$ cat config.mk
export PLATFORM = sky130hd
export DESIGN_NAME = rgb_stream_arbiter_flat
export DESIGN_NICKNAME = d
export VERILOG_FILES = /design/src/rtl/rgb_pkg.sv /design/src/rtl/rgb_stream_arbiter_if.sv /design/src/rtl/rgb_rr_picker.sv /design/src/rtl/rgb_stream_arbiter.sv /design/src/flat_wrapper.sv
export SDC_FILE = /design/constraint.sdc
export NUM_CORES = 1
export LEC_CHECK = 0
export ABC_CLOCK_PERIOD_IN_PS = 4130
export BUFFER_PORTS_ARGS = -buffer_cell sky130_fd_sc_hd__clkbuf_2
export CORE_ASPECT_RATIO = 1.4
export CORE_MARGIN = 5
export CORE_UTILIZATION = 40
export DETAILED_ROUTE_END_ITERATION = 8
export PLACE_DENSITY = 0.7
export SYNTH_ARGS = -nofsm -noshare
export SYNTH_HDL_FRONTEND = slang
export SYNTH_SLANG_ARGS = --single-unit
$ cat constraint.sdc
create_clock -name clk -period 4.13 [get_ports clk]
set_input_delay 0.6195 -clock clk [delete_from_list [all_inputs] [get_ports clk]]
set_output_delay 0.6195 -clock clk [all_outputs]
set_load 0.005 [all_outputs]
$ cat src/rtl/rgb_pkg.sv
// Shared types and constants for the RGB stream arbiter.
package rgb_pkg;

  localparam int RGB_DATA_WIDTH = 8;
  localparam int RGB_NUM_REQ    = 3;
  localparam logic [1:0] RGB_GRANT_NONE = 2'd3;

  typedef struct packed {
    logic [RGB_DATA_WIDTH-1:0] r;
    logic [RGB_DATA_WIDTH-1:0] g;
    logic [RGB_DATA_WIDTH-1:0] b;
  } rgb_pixel_t;

  typedef enum logic {
    IDLE   = 1'b0,
    LOCKED = 1'b1
  } rgb_arb_state_t;

endpackage

$ cat src/rtl/rgb_stream_arbiter_if.sv
// Three requesting pixel streams, the shared output pixel port and arbiter status.
interface rgb_stream_arbiter_if #(
  parameter int DATA_WIDTH = 8
);

  logic                  in0_valid, in0_ready, in0_last;
  logic [DATA_WIDTH-1:0] in0_r, in0_g, in0_b;
  logic                  in1_valid, in1_ready, in1_last;
  logic [DATA_WIDTH-1:0] in1_r, in1_g, in1_b;
  logic                  in2_valid, in2_ready, in2_last;
  logic [DATA_WIDTH-1:0] in2_r, in2_g, in2_b;

  logic                  outp_valid, outp_ready, outp_last;
  logic [DATA_WIDTH-1:0] outp_r, outp_g, outp_b;

  logic [1:0]            grant;
  logic                  idle;

  // Environment side: drives requesters and downstream ready.
  modport master (
    output in0_valid, in0_last, in0_r, in0_g, in0_b,
    output in1_valid, in1_last, in1_r, in1_g, in1_b,
    output in2_valid, in2_last, in2_r, in2_g, in2_b,
    input  in0_ready, in1_ready, in2_ready,
    input  outp_valid, outp_last, outp_r, outp_g, outp_b,
    output outp_ready,
    input  grant, idle
  );

  // Arbiter side.
  modport slave (
    input  in0_valid, in0_last, in0_r, in0_g, in0_b,
    input  in1_valid, in1_last, in1_r, in1_g, in1_b,
    input  in2_valid, in2_last, in2_r, in2_g, in2_b,
    output in0_ready, in1_ready, in2_ready,
    output outp_valid, outp_last, outp_r, outp_g, outp_b,
    input  outp_ready,
    output grant, idle
  );

endinterface

$ cat src/rtl/rgb_rr_picker.sv
// Combinational round-robin pick: first valid requester after prev, prev itself last.
module rgb_rr_picker
  import rgb_pkg::*;
(
  input  logic [RGB_NUM_REQ-1:0] valid_i,
  input  logic [1:0]             prev_i,
  output logic [1:0]             winner_o,
  output logic                   any_o
);

  logic [1:0] sel;

  // Scan from lowest to highest priority so the highest-priority valid wins last.
  always_comb begin
    // NOTE: every output gets a default before any branch, so no latch is inferred.
    winner_o = 2'd0;
    sel      = 2'd0;
    any_o    = |valid_i;
    for (int off = RGB_NUM_REQ; off >= 1; off--) begin
      sel = 2'((int'(prev_i) + off) % RGB_NUM_REQ);
      if (valid_i[sel]) winner_o = sel;
    end
  end

endmodule

$ cat src/rtl/rgb_stream_arbiter.sv
// Line-locked round-robin arbiter of three RGB pixel streams onto one registered output.
module rgb_stream_arbiter
  import rgb_pkg::*;
#(
  parameter int DATA_WIDTH = 8,
  parameter int MAX_BURST  = 16
) (
  input logic                 clk,
  input logic                 rst,
  rgb_stream_arbiter_if.slave bus
);

  localparam int CNT_W = $clog2(MAX_BURST + 1);

  typedef struct packed {
    logic [DATA_WIDTH-1:0] r;
    logic [DATA_WIDTH-1:0] g;
    logic [DATA_WIDTH-1:0] b;
  } pix_t;

  rgb_arb_state_t   state_q, state_d;
  logic [1:0]       grant_q, grant_d;
  logic [1:0]       prev_q, prev_d;
  logic [CNT_W-1:0] cnt_q, cnt_d, cnt_inc;

  logic             outp_valid_q, outp_last_q;
  pix_t             outp_pix_q;

  logic [2:0]       in_valid, in_last;
  pix_t             in_pix [3];
  logic             owner_valid, owner_last;
  pix_t             owner_pix;
  logic             can_accept, accept, end_line;
  logic [1:0]       pick_winner;
  logic             pick_any;

  assign in_valid  = {bus.in2_valid, bus.in1_valid, bus.in0_valid};
  assign in_last   = {bus.in2_last, bus.in1_last, bus.in0_last};
  assign in_pix[0] = {bus.in0_r, bus.in0_g, bus.in0_b};
  assign in_pix[1] = {bus.in1_r, bus.in1_g, bus.in1_b};
  assign in_pix[2] = {bus.in2_r, bus.in2_g, bus.in2_b};

  rgb_rr_picker u_picker (
    .valid_i  (in_valid),
    .prev_i   (prev_q),
    .winner_o (pick_winner),
    .any_o    (pick_any)
  );

  // Select the current owner's beat; nothing is selected while no grant is held.
  always_comb begin
    owner_valid = 1'b0;
    owner_last  = 1'b0;
    owner_pix   = '0;
    case (grant_q)
      2'd0: begin owner_valid = in_valid[0]; owner_last = in_last[0]; owner_pix = in_pix[0]; end
      2'd1: begin owner_valid = in_valid[1]; owner_last = in_last[1]; owner_pix = in_pix[1]; end
      2'd2: begin owner_valid = in_valid[2]; owner_last = in_last[2]; owner_pix = in_pix[2]; end
      default: ;
    endcase
  end

  // Owner may transfer whenever the output register is empty or being drained this cycle.
  assign can_accept = (state_q == LOCKED) && (!outp_valid_q || bus.outp_ready);
  assign accept     = can_accept && owner_valid;
  assign cnt_inc    = cnt_q + CNT_W'(1);
  assign end_line   = accept && (owner_last || (cnt_inc == CNT_W'(MAX_BURST)));

  assign bus.in0_ready = can_accept && (grant_q == 2'd0);
  assign bus.in1_ready = can_accept && (grant_q == 2'd1);
  assign bus.in2_ready = can_accept && (grant_q == 2'd2);

  // Next-state logic: grant in IDLE, count beats and release on last or burst limit in LOCKED.
  always_comb begin
    state_d = state_q;
    grant_d = grant_q;
    prev_d  = prev_q;
    cnt_d   = cnt_q;
    case (state_q)
      IDLE: begin
        if (pick_any) begin
          grant_d = pick_winner;
          state_d = LOCKED;
        end
      end
      LOCKED: begin
        if (accept) cnt_d = cnt_inc;
        if (end_line) begin
          state_d = IDLE;
          prev_d  = grant_q;
          grant_d = RGB_GRANT_NONE;
          cnt_d   = '0;
        end
      end
      default: state_d = IDLE;
    endcase
  end

  // Arbitration state registers.
  always_ff @(posedge clk or negedge rst) begin
    if (!rst) begin
      state_q <= IDLE;
      grant_q <= RGB_GRANT_NONE;
      prev_q  <= 2'd2;
      cnt_q   <= '0;
    end else begin
      // NOTE: non-blocking assignments so every register samples pre-edge values.
      state_q <= state_d;
      grant_q <= grant_d;
      prev_q  <= prev_d;
      cnt_q   <= cnt_d;
    end
  end

  // Output stage: load on accept, drop valid once consumed, data holds its last value.
  always_ff @(posedge clk or negedge rst) begin
    if (!rst) begin
      // NOTE: data fields are reset too, so a discarded pixel never shows after reset.
      outp_valid_q <= 1'b0;
      outp_last_q  <= 1'b0;
      outp_pix_q   <= '0;
    end else if (accept) begin
      outp_valid_q <= 1'b1;
      outp_last_q  <= owner_last;
      outp_pix_q   <= owner_pix;
    end else if (bus.outp_ready) begin
      outp_valid_q <= 1'b0;
    end
  end

  assign bus.outp_valid = outp_valid_q;
  assign bus.outp_last  = outp_last_q;
  assign bus.outp_r     = outp_pix_q.r;
  assign bus.outp_g     = outp_pix_q.g;
  assign bus.outp_b     = outp_pix_q.b;
  assign bus.grant      = grant_q;
  assign bus.idle       = (state_q == IDLE);

endmodule

$ cat src/flat_wrapper.sv
// flat-port wrapper written by rule: the top's interface ports become plain ports
module rgb_stream_arbiter_flat import rgb_pkg::*;
#(
  parameter int DATA_WIDTH = 8,
  parameter int MAX_BURST  = 16
)
  (clk, rst, bus_in0_valid, bus_in0_last, bus_in0_r, bus_in0_g, bus_in0_b, bus_in1_valid, bus_in1_last, bus_in1_r, bus_in1_g, bus_in1_b, bus_in2_valid, bus_in2_last, bus_in2_r, bus_in2_g, bus_in2_b, bus_in0_ready, bus_in1_ready, bus_in2_ready, bus_outp_valid, bus_outp_last, bus_outp_r, bus_outp_g, bus_outp_b, bus_outp_ready, bus_grant, bus_idle);
  rgb_stream_arbiter_if #(.DATA_WIDTH(DATA_WIDTH)) bus_i ();
  input logic clk;
  input logic rst;
  input wire logic [$bits(bus_i.in0_valid)-1:0] bus_in0_valid;
  input wire logic [$bits(bus_i.in0_last)-1:0] bus_in0_last;
  input wire logic [$bits(bus_i.in0_r)-1:0] bus_in0_r;
  input wire logic [$bits(bus_i.in0_g)-1:0] bus_in0_g;
  input wire logic [$bits(bus_i.in0_b)-1:0] bus_in0_b;
  input wire logic [$bits(bus_i.in1_valid)-1:0] bus_in1_valid;
  input wire logic [$bits(bus_i.in1_last)-1:0] bus_in1_last;
  input wire logic [$bits(bus_i.in1_r)-1:0] bus_in1_r;
  input wire logic [$bits(bus_i.in1_g)-1:0] bus_in1_g;
  input wire logic [$bits(bus_i.in1_b)-1:0] bus_in1_b;
  input wire logic [$bits(bus_i.in2_valid)-1:0] bus_in2_valid;
  input wire logic [$bits(bus_i.in2_last)-1:0] bus_in2_last;
  input wire logic [$bits(bus_i.in2_r)-1:0] bus_in2_r;
  input wire logic [$bits(bus_i.in2_g)-1:0] bus_in2_g;
  input wire logic [$bits(bus_i.in2_b)-1:0] bus_in2_b;
  output wire logic [$bits(bus_i.in0_ready)-1:0] bus_in0_ready;
  output wire logic [$bits(bus_i.in1_ready)-1:0] bus_in1_ready;
  output wire logic [$bits(bus_i.in2_ready)-1:0] bus_in2_ready;
  output wire logic [$bits(bus_i.outp_valid)-1:0] bus_outp_valid;
  output wire logic [$bits(bus_i.outp_last)-1:0] bus_outp_last;
  output wire logic [$bits(bus_i.outp_r)-1:0] bus_outp_r;
  output wire logic [$bits(bus_i.outp_g)-1:0] bus_outp_g;
  output wire logic [$bits(bus_i.outp_b)-1:0] bus_outp_b;
  input wire logic [$bits(bus_i.outp_ready)-1:0] bus_outp_ready;
  output wire logic [$bits(bus_i.grant)-1:0] bus_grant;
  output wire logic [$bits(bus_i.idle)-1:0] bus_idle;
  assign bus_i.in0_valid = bus_in0_valid;
  assign bus_i.in0_last = bus_in0_last;
  assign bus_i.in0_r = bus_in0_r;
  assign bus_i.in0_g = bus_in0_g;
  assign bus_i.in0_b = bus_in0_b;
  assign bus_i.in1_valid = bus_in1_valid;
  assign bus_i.in1_last = bus_in1_last;
  assign bus_i.in1_r = bus_in1_r;
  assign bus_i.in1_g = bus_in1_g;
  assign bus_i.in1_b = bus_in1_b;
  assign bus_i.in2_valid = bus_in2_valid;
  assign bus_i.in2_last = bus_in2_last;
  assign bus_i.in2_r = bus_in2_r;
  assign bus_i.in2_g = bus_in2_g;
  assign bus_i.in2_b = bus_in2_b;
  assign bus_in0_ready = bus_i.in0_ready;
  assign bus_in1_ready = bus_i.in1_ready;
  assign bus_in2_ready = bus_i.in2_ready;
  assign bus_outp_valid = bus_i.outp_valid;
  assign bus_outp_last = bus_i.outp_last;
  assign bus_outp_r = bus_i.outp_r;
  assign bus_outp_g = bus_i.outp_g;
  assign bus_outp_b = bus_i.outp_b;
  assign bus_i.outp_ready = bus_outp_ready;
  assign bus_grant = bus_i.grant;
  assign bus_idle = bus_i.idle;
  rgb_stream_arbiter #(.DATA_WIDTH(DATA_WIDTH), .MAX_BURST(MAX_BURST)) u_core (.clk(clk), .rst(rst), .bus(bus_i));
endmodule
Word level (Yosys, flattened, before mapping)
Cells that the tools add are included.
{"block": "totals", "ff_bits": 36, "inputBits": 81, "output_inout_bits": 32, "wordCells": 63}
{"block": "op_classes", "n_addsub": 4, "n_div": 3, "order_cmp": 3, "n_eq_ne": 5, "mux": 22, "bitwise": 1, "n_reduce_logical": 16}
{"op": "modulo 32 x 3 -> 32 bit, second input constant", "count": 3}
{"op": "one-hot mux 24 bit (3 select lines)", "count": 1}
{"op": "2-to-1 mux 2 bit", "count": 5}
{"op": "2-to-1 mux 5 bit", "count": 2}
{"op": "< comparator 2 x 3 -> 1 bit, second input constant", "count": 3}
{"op": "2-to-1 mux 1 bit", "count": 7}
{"op": "adder 2 x 2 -> 3 bit, second input constant", "count": 2}
{"op": "binary-select mux 1 bit (select 2 bit)", "count": 3}
{"op": "logical AND 1 bit", "count": 6}
{"op": "one-hot mux 1 bit (3 select lines)", "count": 2}
{"op": "AND reduction 2 bit", "count": 3}
{"op": "adder 5 x 1 -> 5 bit, second input constant", "count": 1}
{"op": "== test 5 bit, second input constant", "count": 1}
{"op": "one-hot mux 2 bit (2 select lines)", "count": 1}
{"op": "nonzero test 2 bit", "count": 2}
{"op": "adder 2 x 1 -> 3 bit, second input constant", "count": 1}
{"op": "OR reduction 3 bit", "count": 1}
{"op": "== test 2 x 1 -> 1 bit, second input constant", "count": 1}
{"op": "== test 2 bit, second input constant", "count": 1}
{"op": "logical NOT 2 bit", "count": 1}
{"op": "logical OR 1 bit", "count": 2}
{"op": "inequality test 2 x 1 -> 1 bit, second input constant", "count": 1}
{"op": "inequality test 2 bit, second input constant", "count": 1}
{"op": "one-hot mux 1 bit (2 select lines)", "count": 1}
{"op": "other kinds (2)", "count": 2}

Longest topological paths before layout
Gate-level depths: netlist of the first run.
{"block": "logic_depth", "word_depth": 9, "depth_mapped": 8}

Modules after synthesis
From an unflattened synthesis of the first run, not the netlist that was laid out.
{"block": "unflattened", "cells_unflattened": 245, "hier_area_um2": 2122.0}
{"mod": "rgb_stream_arbiter", "instances": 1, "cells_per_inst": 225, "area_each_um2": 1971.9, "seq_area_each_um2": 904.6}
{"mod": "rgb_rr_picker", "instances": 1, "cells_per_inst": 20, "area_each_um2": 150.1, "seq_area_each_um2": 0.0}

Worst setup path before layout of the first run
Ideal clock, no wire load.
{"block": "synth_path", "path_kind": "register to output", "startpoint": "register u_core.grant_q[1], in the netlist u_core.bus.grant[1]", "endpoint": "output bus_in0_ready", "arrival_ns": 1.323, "required_ns": 3.510, "slack_ns": 2.188, "path_stages_with_launch": 4, "path_buffers": 2, "cell_sequence": "dfstp_2 > clkbuf_1 > clkbuf_1 > nor3_1"}
{"block": "synth_between", "elab_chain_cells": 2}
{"element": "from (decl)", "line": "rgb_stream_arbiter.sv:22", "text": "logic [1:0] grant_q, grant_d;"}
{"element": "from (signal assigned)", "line": "rgb_stream_arbiter.sv:109", "text": "grant_q <= grant_d;"}
{"element": "logical NOT 2 bit", "line": "rgb_stream_arbiter.sv:69", "text": "assign bus.in0_ready = can_accept && (grant_q == 2'd0);"}
{"element": "logical AND 1 bit", "line": "rgb_stream_arbiter.sv:69"}
{"element": "to (decl)", "line": "flat_wrapper.sv:26", "text": "output wire logic [$bits(bus_i.in0_ready)-1:0] bus_in0_ready;"}
No other way between the ends.

Worst setup path in the final report of the first run
{"block": "layout_path", "startpoint": "register u_core.grant_q[0], in the netlist u_core.bus.grant[0]", "endpoint": "register u_core.outp_pix_q (netlist bit u_core.bus.outp_b[1])"}
{"block": "layout_between", "elab_chain_cells": 3, "word_cells_on_any_way": 6}
{"element": "== test 2 bit, or another cell as far along", "line": "rgb_stream_arbiter.sv:55", "text": "case (grant_q)"}
{"element": "one-hot mux 1 bit (3 select lines)", "line": "rgb_stream_arbiter.sv:55"}
{"element": "logical AND 1 bit", "line": "rgb_stream_arbiter.sv:65", "text": "assign accept = can_accept && owner_valid;"}
{"element": "to (signal assigned)", "line": "rgb_stream_arbiter.sv:125", "text": "outp_pix_q <= owner_pix;"}
{"element": "to (decl)", "line": "rgb_stream_arbiter.sv:27", "text": "pix_t outp_pix_q;"}
Parallel ways exist; a longest one is shown, timed or not.
A chain may end at the register's enable or synchronous reset.

==> results of run 1 <==
## cell usage in the layout, fill, tap and decap left out, drive strengths merged, types with 5 or more instances in the layout
cell,count
nand2b,8
nand2,33
nor2,27
o21ai,30
clkbuf,117
dfrtp,33
a21oi,27
inv,5
mux2i,26
## path summary, 6_finish.rpt
kind | startpoint | end
max | u_core.bus.grant[0] | u_core.bus.outp_b[1]
min reg2reg | u_core.bus.outp_g[0] | u_core.bus.outp_g[0]
max in group asynchronous | rst | u_core.bus.outp_r[5]
max reg2reg | u_core.bus.grant[0] | u_core.bus.outp_b[1]
min | rst | u_core.bus.outp_r[3]
min in group clk | u_core.bus.outp_g[0] | u_core.bus.outp_g[0]
## cell families after synthesis
group                    count (synthesis)  synth area share
adder cells (fa/ha/maj)                  4           0.02366
multiplexers                            29            0.1390
AO/OA/AOI/OAI                           73            0.1975
AND/OR/NAND/NOR                         80            0.1697
flip-flops                              36            0.4276
buffers and inverters                   20           0.04258
## registers in the layout, indices dropped and copies added (netlist names)
signal,flops
u_core.prev_q,2
u_core.bus.outp_last,1
u_core.bus.outp_g,8
u_core.bus.outp_r,8
u_core.bus.grant,2
u_core.state_q,1
u_core.bus.outp_valid,1
u_core.cnt_q,5
u_core.bus.outp_b,8
## where the power goes
part	internal, uW	switching, uW
registers	527	187
logic	397	444
clock network	302	124
total	1230	755
## routing by layer
layer  up-vias  routed length (um)  GRT usage  share of wire
li1       1054                   -          -              -
met4         0                  57    0.05643          0.010
met2        67                2929     0.2983           0.51
met5         -                   0          0              0
met3         7                 360    0.04180          0.063
met1       920                2351     0.1980           0.41
## cells in the mapped netlist, drive strengths merged, types with 2 or more instances
master | number | area, um^2
a211oi | 2 | 20.02
a21oi | 27 | 135.1
a22oi | 3 | 22.52
a31oi | 2 | 12.51
buf | 7 | 41.29
clkbuf | 8 | 30.03
dfrtp | 33 | 825.8
dfstp | 3 | 78.83
ha | 4 | 50.05
inv | 5 | 18.77
mux2 | 3 | 33.78
mux2i | 26 | 260.3
nand2 | 33 | 123.9
nand2b | 8 | 57.55
nand3 | 2 | 10.01
nor2 | 27 | 101.4
nor2b | 2 | 15.02
nor3 | 4 | 20.02
o21ai | 30 | 150.1
o2bb2ai | 2 | 17.52
## final cells by class
cell class	instances	share of cell area
multi-input cells	186	0.3913
flip-flops and latches	36	0.3150
repair buffers	115	0.2031
clock inverters	3	0.03137
well taps	66	0.02876
clock buffers	5	0.02397
inverters	5	0.006536
## metrics by stage
step                hold WS, ns  power [uW]  instance area [um^2]  instances  worst slack (ns)
floorplan                0.3239        1255                  2116        242             2.188
global placement         0.4631        1549                  2713        408             1.524
detailed placement       0.4698        1580                  2713        408             1.417
CTS                      0.4684        2011                  2872        416             1.358
global route             0.4981        2157                  2872        416             1.089
finish                   0.4368        1981                  2872        416             1.370
==> qor.yml, run 1 <==
clk_pin_slew_ns: 0.07
worst_setup_path_start_kind: "flop"
r2r_cells: 5
powerDensity_mw_per_mm2: 690.0
synth_cell_types: 35
synth-edff-count: 0
multi_input_area_mm2: 0.001124
nets: 434
wl_um: 5700
critPathKind: "flop to flop"
synth_seq_area_share: 0.4276
syn_avg_cell_area_um2: 8.743
hold_viol: 0
avgViaCountPerCell: 4.923
r2r_slack_ns: 1.37
yosysWarnings: 0
postRouteAntennaNets: 0
gp_routability_congestion: 0.7770
hpwl_um: 4465
cts_buffers: 5
cts.sinks: 36
final_core_util: 0.5566
worstHoldPathType: "input port to async pin"
worst_skew_pair.late_latency_ns: 0.29
area_growth_pct: 35.72
synth_nets: 327
post-route-min-period_ns: 2.760
cp.required_ns: 4.29
firstDrtPassIters: 4
seq_area_um2: 904.6
htreeDepth: 2
max_cap_violations: 0
cts_root_buf: "clkbuf_8"
critPathMaxStageDelay_ns: 0.93
crit_arrival_ns: 2.92
core_area_mm2: 0.005159
grt_overflow_total: 0
tns_ns: 0
path_max_fanout: 32
cp_top_family: "compound AO/OA/AOI/OAI gates"
first_global_vias: 2039
n_antenna_cell: 0
power.leakage_uw: 0.001601
setup_viol: 0
post_cts_buffers: 0
fp.dieW_um: 71.47
routedWlPerCell_um: 13.70
grt_use_total: 0.1686
ir_worst_vdd_mv: 0.3262
vias: 2048
fillCellCount: 507
path_cells: "nor2b_2, a211oi_1, a211o_1, buf_4, o21ai_0"
die_y_um: 96.05
antenna_found_initial: 0
syn-cell-area_mm2: 0.002116
worst_pin_slew_ns: 0.8635
drtIter0Drc: 61
critPathBufInv: 1
skew_ns: 0.004635
drc: 0
rsz0062_at_grt: "no"
maxSlewHeadroom: 0.4243
cts_tree: "done"
period_share: 0.6682
slew_violations: 0
synth.ff_latch_count: 36
drive_gt1_frac: 0.3886
grt_max_degree: 37
netlist_instances: 242
endpoint_kind: "flop"
grt_first_pass_wirelength_um: 9190
cts_resized: 0
fp-row-count: 31
clk_path_buf_depth: 2
io_pins: 113
ctsHoldBuffers: 0
postSynth.asyncResetShare: 1.000
cp_slowest_cell: "dfstp_2"
synth_ff_type: "dfrtp_1"
die-area_mm2: 0.006864
status: "completed"
start_util: 0.4101
cp.depth: 5
max_clock_freq_mhz: 362.3
io_buffers: 112
Power figures use the tool's default switching activity.
==> run 2, diff against run 1 <==
Settings changed: ABC_AREA set to 1, ABC_CLOCK_PERIOD_IN_PS 4130 to 2500, PLACE_DENSITY 0.7 to 0.72.
Clock period 4.13 ns to 2.5 ns, I/O delays scaled along.
==> qor.yml, run 2 <==
status: "completed"
cts.sinks: 36  # unchanged
post-place-cells: 472  # +16%
drive_gt1_frac: 0.3237  # -0.06490
grt_use_total: 0.1818  # +0.01323
worst_pin_slew_ns: 0.8982  # +0.03471 ns
die_y_um: 96.44  # +0.40%
start_util: 0.4107  # +0.0005503
critPathKind: "flop to output pin"
ctsHoldBuffers: 0  # unchanged
first_global_vias: 2172  # +6.5%
dr_wl_met3_um: 329  # -8.6%
wl_um: 6075  # +6.6%
netlist_instances: 304  # +26%
power.leakage_uw: 0.001636  # +2.2%
synth.ff_latch_count: 36  # unchanged
grt_overflow_total: 0  # unchanged
ys_top_cells_by_area: "dfrtp_1, nand2_1, nand3_1"
final_cell_mix: "nand2_1, clkbuf_2, nand3_1"
worst_skew_pair.late_latency_ns: 0.29  # about the same
top_layer: "met4"
postSynth.asyncResetShare: 1.000  # unchanged
period_share: 0.7202
worst_setup_path_start_kind: "flop"
firstDrtPassIters: 4  # unchanged
ir_worst_vdd_mv: 0.5364  # +64%
fillCellCount: 514  # +1.4%
synth_ff_type: "dfrtp_1"
yosysWarnings: 0  # unchanged
fp.dieW_um: 71.74  # +0.38%
cts_root_buf: "clkbuf_8"
cts_resized: 0  # unchanged
max_cap_violations: 0  # unchanged
synth-edff-count: 0  # unchanged
clk_path_buf_depth: 2  # unchanged
io_buffers: 112  # unchanged
grt_first_pass_wirelength_um: 9901  # +7.7%
hold_viol: 0  # unchanged
routedWlPerCell_um: 12.66  # -7.6%
synth_area_leader_cell: "dfrtp_1"
stdcell_count: 480  # +15%
crit_arrival_ns: 1.43  # -1.49 ns
r2r_slack_ns: 0.74  # -0.63 ns
powerDensity_mw_per_mm2: 1200  # +74%
maxSlewHeadroom: 0.4012  # -0.02314
postRouteAntennaNets: 0  # unchanged
critPathMaxStageDelay_ns: 0.63  # -0.30 ns
tns_ns: 0  # unchanged
layout_commonest_cell: "nand2_1"
endpoint_kind: "output pin"
slew_violations: 0  # unchanged
cp_top_family: "flip-flops"
path_cells: "nor2_2, buf_4, inv_1, nor2_1, clkbuf_2"
gp_routability_congestion: 0.9278  # +19%
grt_max_degree: 37  # unchanged
core_area_mm2: 0.005197  # +0.75%
avgViaCountPerCell: 4.890  # -0.68%
die-area_mm2: 0.006918  # +0.79%
hpwl_um: 4677  # +4.8%
synth_most_common_cell: "nand2_1"
syn-cell-area_mm2: 0.002135  # +0.89%
io_pins: 113  # unchanged
max_clock_freq_mhz: 555.4
hold-worst-slack_ns: 0.1974  # -0.2394 ns
cts_tree: "done"
n_antenna_cell: 0  # unchanged
post_cts_buffers: 0  # unchanged
rsz0062_at_grt: "no"
drtIter0Drc: 138  # +130%
vias: 2347  # +15%
nets: 498  # +15%
worstHoldPathType: "input port to async pin"
synth_seq_area_share: 0.4238  # -0.003759
cp.required_ns: 2.12  # -2.17 ns
wl_met2_um: 3241  # +11%
antenna_found_initial: 0  # unchanged
htreeDepth: 2  # unchanged
synth_commonest_cells: "nand2_1, nand3_1, dfrtp_1"
cts_buffers: 5  # unchanged
skew_ns: 0.006877  # +0.002241 ns
synth_top_area_share: 0.3869  # -0.003432
m1WireLength_um: 2430  # +3.4%
area_growth_pct: 34.17
drc: 0  # unchanged
path_max_fanout: 26  # -19%
setup_viol: 0  # unchanged
final_core_util: 0.5510  # -0.005599
critPathBufInv: 3  # +2
clk_pin_slew_ns: 0.07  # about the same
syn_avg_cell_area_um2: 7.022  # -20%
synth_nets: 389  # +19%
post-route-min-period_ns: 1.801
cp_slowest_cell: "dfstp_2"
synth_cell_types: 31  # -11%
fp-row-count: 31  # unchanged
==> run 2: changes by cell type after synthesis, moves of 15 or more <==
| cell | previous run | this run |
|---|---|---|
| nand3_1 | 2 | 48 |
| mux2i_1 | 26 | 0 |
| o21ai_0 | 30 | 2 |
| nor2_1 | 27 | 12 |
| nand2_1 | 33 | 134 |
| a21oi_1 | 27 | 4 |
==> run 2: worst reg2reg max path, delay by kind of cell (launching register included) <==
family                 cells  cell delay (ns)
AO/OA/AOI/OAI              1             0.14
AND/OR/NAND/NOR            5             0.33
flip-flops                 1             0.56
buffers and inverters      3             0.67
==> run 2: final timing paths <==
| check | from | end | cells after the start |
|---|---|---|---|
| setup / recovery | u_core.bus.grant[0] | bus_in0_ready | 5 |
| hold / removal | rst | u_core.bus.outp_b[4] | 1 |
| setup reg to reg | u_core.bus.grant[1] | u_core.bus.outp_b[4] | 9 |
| hold reg to reg | u_core.bus.outp_r[0] | u_core.bus.outp_r[0] | 2 |
| max in group asynchronous | rst | u_core.bus.outp_valid | 1 |
| min in group clk | bus_outp_ready | u_core.bus.outp_valid | 2 |
==> run 2: metrics by stage <==
step	power (uW)	area, um^2	setup slack, ns
global placement	2873	2738	0.7990
CTS	3486	2864	0.6849
detailed placement	2921	2738	0.7281
floorplan	2316	2135	0.9661
global route	3783	2864	0.5338
finish	3437	2864	0.6995
==> run 2: cells by family (layout without fill, tap and decap cells) <==
| family | Yosys count | count (layout) | synth area share |
|---|---|---|---|
| simple gates | 203 | 203 | 0.3980 |
| xor+xnor | 1 | 1 | 0.004104 |
| compound gates | 27 | 27 | 0.08089 |
| fa+ha+maj | 4 | 4 | 0.02345 |
| flops | 36 | 36 | 0.4238 |
| buf+inv | 33 | 143 | 0.06975 |
==> run 2: final cells by class <==
type	count	area, um^2	share of cell area
clock buffer	7	96.34	0.03364
clock inverter	1	30.03	0.01048
inverter	17	63.81	0.02228
multi-input combinational	235	1081	0.3775
sequential	36	904.6	0.3159
tap	66	82.58	0.02883
timing repair buffer	118	605.6	0.2114
==> run 2: where the power goes <==
part / internal (uW) / leakage, uW / switching, uW / total (uW)
clock: 352 / 0.0000645 / 206 / 558
combinational: 719 / 0.00113 / 1100 / 1820
sequential: 869 / 0.000441 / 189 / 1060
==> run 2: layer usage <==
layer / track usage / vias to the layer above
met1: 0.2075 / 1068
li1: - / 1201
met2: 0.3328 / 71
met4: 0.05956 / 0
met5: 0 / -
met3: 0.04141 / 7
